`src/rtl/rf_pkg.sv`:
```
// Shared widths and the writeback queue entry type used by rf_wb_queue
// and its forwarding matcher.
package rf_pkg;

  localparam int SEL_W    = 3;
  localparam int DATA_W   = 16;
  localparam int NUM_REGS = 8;

  typedef struct packed {
    logic              valid;
    logic [SEL_W-1:0]  regsel;
    logic [DATA_W-1:0] data;
  } wb_entry_t;

endpackage

```
`src/rtl/rf_wb_fwd_match.sv`:
```
// Priority matcher for one rf read selector: youngest queued entry wins,
// then the output register; no match gives hit=0, data=0.
module rf_wb_fwd_match #(
  parameter int DEPTH = 4
) (
  input  rf_pkg::wb_entry_t [DEPTH-1:0]  entries,   // index 0 = youngest
  input  rf_pkg::wb_entry_t              out_entry, // valid = rf write in flight
  input  logic [rf_pkg::SEL_W-1:0]       sel,
  output logic                           hit,
  output logic [rf_pkg::DATA_W-1:0]      data
);

  always_comb begin
    hit  = 1'b0;
    data = '0;
    if (out_entry.valid && (out_entry.regsel == sel)) begin
      hit  = 1'b1;
      data = out_entry.data;
    end
    // Walk oldest to youngest so the youngest match is the last assignment.
    for (int i = DEPTH - 1; i >= 0; i--) begin
      if (entries[i].valid && (entries[i].regsel == sel)) begin
        hit  = 1'b1;
        data = entries[i].data;
      end
    end
  end

endmodule

```
`src/rtl/rf_wb_queue.sv`:
```
// Writeback queue in front of the 8x16 register file: buffers requests,
// drains one per cycle, forwards pending values to both read selectors.
// Optional RF_WB_COALESCE_EN: pushes to a register already queued overwrite it.
module rf_wb_queue #(
  parameter int DEPTH  = 4,
  parameter int DATA_W = rf_pkg::DATA_W,
  parameter int SEL_W  = rf_pkg::SEL_W
) (
  input  logic              clk,
  input  logic              rst,
  input  logic              wb_valid,
  input  logic [SEL_W-1:0]  wb_regsel,
  input  logic [DATA_W-1:0] wb_data,
  output logic              wb_ready,
  input  logic              drain_en,
  output logic [SEL_W-1:0]  writeregsel,
  output logic [DATA_W-1:0] writedata,
  output logic              write,
  input  logic [SEL_W-1:0]  read1regsel,
  input  logic [SEL_W-1:0]  read2regsel,
  output logic              fwd1_hit,
  output logic [DATA_W-1:0] fwd1_data,
  output logic              fwd2_hit,
  output logic [DATA_W-1:0] fwd2_data,
  output logic              err
);

  localparam int PTR_W = $clog2(DEPTH);

  // Handshake: a request transfers on an edge where wb_valid and wb_ready are
  // both 1; wb_ready is a function of pre-edge state (and, with coalescing,
  // of wb_regsel) and never of wb_valid. wb_valid with wb_ready=0 is an
  // overflow: the request is dropped and err latches.

  rf_pkg::wb_entry_t [DEPTH-1:0] mem;
  rf_pkg::wb_entry_t [DEPTH-1:0] by_age;
  rf_pkg::wb_entry_t             out_q;

  logic [PTR_W:0]   wr_ptr;
  logic [PTR_W:0]   rd_ptr;
  logic [PTR_W-1:0] wr_idx;
  logic [PTR_W-1:0] rd_idx;
  logic             full;
  logic             empty;
  logic             pop;
  logic             coal;
  logic             alloc;
  logic             overflow;

  assign wr_idx = wr_ptr[PTR_W-1:0];
  assign rd_idx = rd_ptr[PTR_W-1:0];
  assign empty  = (wr_ptr == rd_ptr);
  assign full   = (wr_ptr[PTR_W] != rd_ptr[PTR_W]) && (wr_idx == rd_idx);
  assign pop    = drain_en && !empty;

`ifdef RF_WB_COALESCE_EN
  logic             match;
  logic [PTR_W-1:0] match_idx;

  always_comb begin
    match     = 1'b0;
    match_idx = '0;
    for (int i = 0; i < DEPTH; i++) begin
      if (mem[i].valid && (mem[i].regsel == wb_regsel)) begin
        match     = 1'b1;
        match_idx = PTR_W'(i);
      end
    end
  end

  // A match on the head that leaves this edge cannot be patched in place;
  // the request takes the slot the pop frees instead.
  assign coal     = wb_valid && match && !(pop && (match_idx == rd_idx));
  assign wb_ready = !full || match;
`else
  assign coal     = 1'b0;
  assign wb_ready = !full;
`endif

  assign alloc    = wb_valid && wb_ready && !coal;
  assign overflow = wb_valid && !wb_ready;

  always_ff @(posedge clk or negedge rst) begin
    if (!rst) begin
      wr_ptr <= '0;
      rd_ptr <= '0;
      mem    <= '0;
      out_q  <= '0;
      err    <= 1'b0;
    end else begin
      if (pop) begin
        out_q             <= mem[rd_idx];
        out_q.valid       <= 1'b1;
        mem[rd_idx].valid <= 1'b0;
        rd_ptr            <= rd_ptr + 1'b1;
      end else begin
        out_q.valid <= 1'b0;
      end
`ifdef RF_WB_COALESCE_EN
      if (coal) begin
        mem[match_idx].data <= wb_data;
      end
`endif
      // When full, alloc reuses the slot being popped; this write must win.
      if (alloc) begin
        mem[wr_idx] <= '{valid: 1'b1, regsel: wb_regsel, data: wb_data};
        wr_ptr      <= wr_ptr + 1'b1;
      end
      if (overflow) begin
        err <= 1'b1;
      end
    end
  end

  assign write       = out_q.valid;
  assign writeregsel = out_q.regsel;
  assign writedata   = out_q.data;

  always_comb begin
    for (int i = 0; i < DEPTH; i++) begin
      by_age[i] = mem[wr_idx - PTR_W'(i + 1)];
    end
  end

  rf_wb_fwd_match #(.DEPTH(DEPTH)) u_fwd1 (
    .entries   (by_age),
    .out_entry (out_q),
    .sel       (read1regsel),
    .hit       (fwd1_hit),
    .data      (fwd1_data)
  );

  rf_wb_fwd_match #(.DEPTH(DEPTH)) u_fwd2 (
    .entries   (by_age),
    .out_entry (out_q),
    .sel       (read2regsel),
    .hit       (fwd2_hit),
    .data      (fwd2_data)
  );

endmodule
```
`config.mk`:
```
export PLATFORM = sky130hd
export DESIGN_NAME = rf_wb_queue
export DESIGN_NICKNAME = d
export VERILOG_FILES = /design/src/rtl/rf_pkg.sv /design/src/rtl/rf_wb_fwd_match.sv /design/src/rtl/rf_wb_queue.sv
export SDC_FILE = /design/constraint.sdc
export NUM_CORES = 1
export LEC_CHECK = 0
export ABC_AREA = 1
export BUFFER_PORTS_ARGS = -buffer_cell sky130_fd_sc_hd__buf_2
export CAP_MARGIN = 10
export CORE_ASPECT_RATIO = 0.6
export CORE_MARGIN = 10
export CORE_UTILIZATION = 55
export CTS_CLUSTER_DIAMETER = 50
export DETAILED_ROUTE_END_ITERATION = 6
export HOLD_SLACK_MARGIN = 0.15
export PLACE_DENSITY_LB_ADDON = 0.12
export SETUP_SLACK_MARGIN = 0.3
export SLEW_MARGIN = 10
export SYNTH_ARGS = -nofsm -noshare
export SYNTH_HDL_FRONTEND = slang
export SYNTH_SLANG_ARGS = --single-unit
```
`constraint.sdc`:
```
create_clock -name clk -period 7.7 [get_ports clk]
set_input_delay 1.155 -clock clk [delete_from_list [all_inputs] [get_ports clk]]
set_output_delay 1.155 -clock clk [all_outputs]
set_load 0.03 [all_outputs]
```
# Word-level counts from Yosys, hierarchy flattened
# Cells that the tools add are included.
# word_totals
regBits	107
in_bits	29
output_inout_bits	56
word_cells	100
# op_classes
reduce_logical	18
n_eq_ne	13
addsub	5
n_lt_le_gt_ge	7
muxes	39
# ops
operator	count
binary-select mux 20 bit (select 2 bit)	5
bitwise mux 80 bit	2
2-to-1 mux 16 bit	10
2-to-1 mux 80 bit	2
2-to-1 mux 20 bit	6
demux 20 bit (select 2 bit)	2
== test 3 bit	11
2-to-1 mux 19 bit	1
logical AND 1 bit	16
less-than comparator 2 x 3 -> 1 bit, second input constant	5
2-to-1 mux 1 bit	11
adder 3 x 1 -> 3 bit, second input constant	2
>= comparator 2 x 1 -> 1 bit, second input constant	2
subtractor 2 bit, second input constant	2
== test 2 bit	1
zero test 1 bit	2
subtractor 2 x 1 -> 2 bit, second input constant	1
!= test 1 bit	1

# Logic depth before layout (Yosys ltp)
# logic_depth
depth_word	8
mapped_depth	18
depth_no_buf	14

# Hierarchy
# From an unflattened synthesis, not the netlist that was laid out.
# unflattened
cells_unflattened	1687
area_unflattened_um2	9739.3
# modules_own_cells
module	instances	cells_per_inst	seq_area_each_um2	area_per_inst_um2
rf_wb_queue	1	1031	2677.6	6881.6
rf_wb_fwd_match	2	328	0.0	1428.9

# Least setup slack after synthesis
# OpenSTA, ideal clock, no wires.
# synth_path
path_kind	register to output
startpoint	register wr_ptr[1]
endpoint	output port fwd1_data[0]
stages_incl_launch_ff	18
arrival_time_ps	2763
setup_slack_ps	3782
path_cell_list	dfrtp_1 -> buf_4 -> clkinv_2 -> buf_2 -> buf_1 -> ha_1 -> inv_2 -> buf_2 -> nand3_1 -> nand2_1 -> xor2_1 -> inv_1 -> nand3b_4 -> buf_2 -> nand2_1 -> inv_2 -> nand2_1 -> nand2_1
# synth_between
elab_chain_cells	8
# synth_rtl
element	line_no	rtl
from (decl)	rf_wb_queue.sv:39	logic [PTR_W:0] wr_ptr;
from (signal assigned)	rf_wb_queue.sv:107	wr_ptr <= wr_ptr + 1'b1;
subtractor 2 bit / binary-select mux 20 bit (select 2 bit) (equally long branches)	rf_wb_queue.sv:121	by_age[i] = mem[wr_idx - PTR_W'(i + 1)];
binary-select mux 20 bit (select 2 bit) / 2-to-1 mux 20 bit (equally long branches)	rf_wb_queue.sv:121	
2-to-1 mux 20 bit (implied by the code) / == test 3 bit (equally long branches)	rf_wb_queue.sv:121, rf_wb_fwd_match.sv:22	
== test 3 bit / logical AND 1 bit (equally long branches)	rf_wb_fwd_match.sv:22	if (entries[i].valid && (entries[i].regsel == sel)) begin
logical AND 1 bit / 2-to-1 mux 16 bit (equally long branches)	rf_wb_fwd_match.sv:22	
2-to-1 mux 16 bit (2 in series)	rf_wb_fwd_match.sv:22	
2-to-1 mux 16 bit (*)	rf_wb_fwd_match.sv:22	
to (decl)	rf_wb_queue.sv:22	output logic [DATA_W-1:0] fwd1_data,
# Every way passes the cells marked *; elsewhere a longest branch is shown, timed or not. The select of a mux whose other input is x is not followed.

# Worst setup path in the final report
# layout_path
startpoint	register wr_ptr[1]
endpoint	output port fwd2_data[14]
# layout_between
elab_chain_cells	8
# layout_rtl
element	line_no	rtl
subtractor 2 bit / binary-select mux 20 bit (select 2 bit) (equally long branches)	rf_wb_queue.sv:121	
binary-select mux 20 bit (select 2 bit) / 2-to-1 mux 20 bit (equally long branches)	rf_wb_queue.sv:121	
2-to-1 mux 20 bit (implied by the code) / == test 3 bit (equally long branches)	rf_wb_queue.sv:121, rf_wb_fwd_match.sv:22	
== test 3 bit / logical AND 1 bit (equally long branches)	rf_wb_fwd_match.sv:22	
logical AND 1 bit / 2-to-1 mux 16 bit (equally long branches)	rf_wb_fwd_match.sv:22	
2-to-1 mux 16 bit (2 in series)	rf_wb_fwd_match.sv:22	
2-to-1 mux 16 bit (*)	rf_wb_fwd_match.sv:22	
to (decl)	rf_wb_queue.sv:24	output logic [DATA_W-1:0] fwd2_data,
# Marked as above.

==> impl_summary.txt <==
----------------------------------------------------
[Setup path]
  FF-to-FF Start ... wr_ptr[0]
  Capture point of the worst reg-to-reg path ... rd_ptr[2]
  Classification of the worst setup path ... reg -> out
  Worst R2R Setup Slack ... 4.76 ns
  Crit-path max FO ... 45
  Crit start category ... flip-flop
  Worst r2r path cells ... 7
  Arrival time reported for the critical path endpoint ... 4.39 ns
  Data required time at the worst endpoint ... 6.55 ns
  Beginning of the critical path ... wr_ptr[1]
  Endpoint type of the worst setup path ... primary output

[Global route]
  Pin count of the biggest net entering global routing ... 77
  Number of antenna violations at the first check in global routing ... 0
  GRT overflow ... 0
  Overall routing resource usage ... 25.6%
  Global-route wire length before repair ... 46.1 mm
  Via count of the first global-routing pass ... 9099

[Flow run]
  Count of maximum capacitance violations ... 0

[Timing]
  Final critical-path share of the clock period ... 72.0%
  Setup TNS Final ... 0 ns
  Post-route clock skew ... 0.00735 ns
  Shortest period the worst path allows ... 5.54 ns
  Highest Clock Rate ... 180 MHz
  Final max-slew violation count ... 0
  Setup repair after global routing missed its margin ... no
  Final number of hold-violating endpoints ... 0
  Worst relative slew slack ... 26.1%
  Transition time of the tightest slew-check pin ... 1.11 ns
  Final setup viols ... 0

[Clocking]
  Clock transition time at the flip-flop clock pins of the worst setup and hold paths ... 0.07 ns
  Sinks on Clock Net ... 107
  TritonCTS Buffers ... 9
  Post-cts repair resize count ... 0
  Clock root buffer ... clkbuf_16
  Hold-fix buffers, CTS ... 0
  Clock insertion delay at the later pin of the skew report ... 0.35 ns
  Maximum level of the CTS H-tree ... 3
  Post-CTS Repair Setup Buffers ... 0
  TritonCTS clock tree ... built
  Worst-case clock buffer depth ... 2

[Detailed routing]
  Count of nets left with antenna violations after detail routing ... 0
  Via-per-instance ratio ... 5.75
  Post-detailed-route DRC marker count ... 0
  Vias ... 9779
  Initial DRC Count ... 1013
  Final routed wire length divided by cell count ... 16.5 um
  Pre-antenna DRT Iters ... 5
  Total wire length after detailed routing ... 28.1 mm

[Floorplan]
  Width of the die ... 185 um
  Core Footprint ... 0.0161 mm2
  I/O Pins ... 85
  Std cell rows ... 36
  Die height ... 119 um
  Die Area ... 0.0220 mm2
  Initial core utilization ... 55.7%

[Layout]
  Fraction of layout cells with a size suffix above 1 ... 11.4%
  Synth-to-Final Area Change ... 6.16%
  Antenna Diode Count ... 0
  Final #Nets ... 1526
  Final-layout fill cell count ... 1648
  Final cell area excluding filler cells ... 0.00953 mm2

[Logic synthesis]
  Synthesized cell area ... 0.00898 mm2
  Cell taking the most area after synthesis ... dfrtp_1
  Number of synthesized flops with an enable pin ... 0
  Post-synthesis sequential element count ... 107
  Synthesized area per cell ... 6.07 um2
  Async set-or-reset flop fraction in the synthesized netlist ... 100%
  Share of the yosys chip area belonging to registers ... 29.8%
  Commonest register cell after synthesis ... dfrtp_1
  Gate Count Post-Synth ... 1479
  Count of synthesis-stage warnings from yosys ... 0
  Synthesized Nets ... 1516
  Synth top cells by count ... nand2_1 (505), o21ai_0 (260), nand3_1 (163)
  Synth top area share ... 29.8%
  Distinct cell type count after synthesis ... 34
  Synth area leaders ... dfrtp_1 (30%), nand2_1 (21%), o21ai_0 (14%)
  Most instantiated library cell after synthesis ... nand2_1

[Placement]
  Total placed instance area ... 0.00925 mm2
  Half-perimeter wire length after detailed placement ... 21.0 mm
  Port buffer count ... 84
  Final GP Congestion ... 0.925

[Hold path]
  Hold Crit Endpoint ... mem[45]
  Origin of the worst min-delay path ... mem[45]
  Hold-critical path depth ... 2
  Type of the tightest min-delay check ... reg -> reg

[Outcome]
  Run status ... complete, no violations

----------------------------------------------------
==> worst max path at each step <==
stage | endpoint | slack, ns | cells after the start
3_3_place_gp | fwd2_data[12] | 2.75 | 15
5_1_grt | fwd2_data[13] | 1.68 | 15
6_report | fwd2_data[14] | 2.16 | 15
2_1_floorplan | fwd1_data[0] | 3.78 | 17
4_1_cts | fwd2_data[8] | 2.24 | 15
3_5_place_dp | fwd2_data[8] | 2.61 | 15
==> critical path, cell delays in order, from the launching register on <==
cell	delay (ns)
dfrtp_1	0.32
buf_4	0.38
clkinv_2	0.52
ha_1	0.46
buf_4	0.25
inv_2	0.48
nand3_1	0.21
nand2_1	0.12
nand2_1	0.09
a21oi_4	0.44
nand2_4	0.24
nand3_1	0.15
nand2_1	0.05
nand2_1	0.05
nand2_1	0.06
buf_2	0.18
==> through the flow <==
step           instances  utilization [%]  hold slack, ns  setup slack (ns)
6_report            1702             59.1           0.486              2.16
5_1_grt             1702             59.1           0.499              1.68
4_1_cts             1702             59.1           0.489              2.24
3_5_place_dp        1687             57.4           0.473              2.61
3_3_place_gp        1687             57.4           0.457              2.75
2_1_floorplan       1479                -           0.453              3.78
==> metal layers <==
metal	GRT usage (%)	part of all wire, %
met4	9.86	3.7
met5	0	0
met2	42.8	46
met1	31.9	42
met3	5.01	7.9
==> state kept, by name, indices dropped and copies added, names as in the netlist <==
| signal | flops |
|---|---|
| err | 1 |
| mem | 80 |
| rd_ptr | 3 |
| wr_ptr | 3 |
| write | 1 |
| writedata | 16 |
| writeregsel | 3 |
==> cells by family after synthesis <==
group | share of synthesized area (%)
AO/OA/AOI/OAI | 19.9
XOR/XNOR | 1.25
adder cells (fa/ha/maj) | 1.12
buffers and inverters | 13.1
flip-flops | 29.8
AND/OR/NAND/NOR | 34.8
==> layout by cell type (no fill, tap or decap) <==
cell type    n
nand2_1    505
o21ai_0    260
nand3_1    163
inv_1      156
dfrtp_1    106
buf_2       83
a21oi_1     37
nor2_1      28
o21ai_1     23
inv_2       23
a31oi_1     16
nand2_2     12
nor2_4      11
buf_4       10
clkbuf_16    9
ha_1         8
xor2_1       7
o22ai_1      5
xnor2_1      4
nand2_4      3
clkinv_2     3
nand3_2      3
clkbuf_8     3
inv_4        2
nand3b_1     2
o21ai_2      2
a31oi_2      1
xor2_2       1
nand3b_4     1
nand4_1      1
o21bai_1     1
nor2_2       1
a21oi_4      1
clkbuf_1     1
dfrtp_4      1
==> area by class of cell <==
| class | count | area, um2 | area share [%] |
|---|---|---|---|
| Tap cell | 209 | 262 | 2.74 |
| Sequential cell | 107 | 2680 | 28.1 |
| Inverter | 182 | 689 | 7.23 |
| Clock inverter | 2 | 10.0 | 0.105 |
| Timing Repair Buffer | 93 | 490 | 5.15 |
| Multi-Input combinational cell | 1096 | 5130 | 53.8 |
| Clock buffer | 13 | 270 | 2.84 |
Power is left out: the tool's default activity adds up to more than one toggle a clock period on the data nets, which glitch-free logic cannot reach.
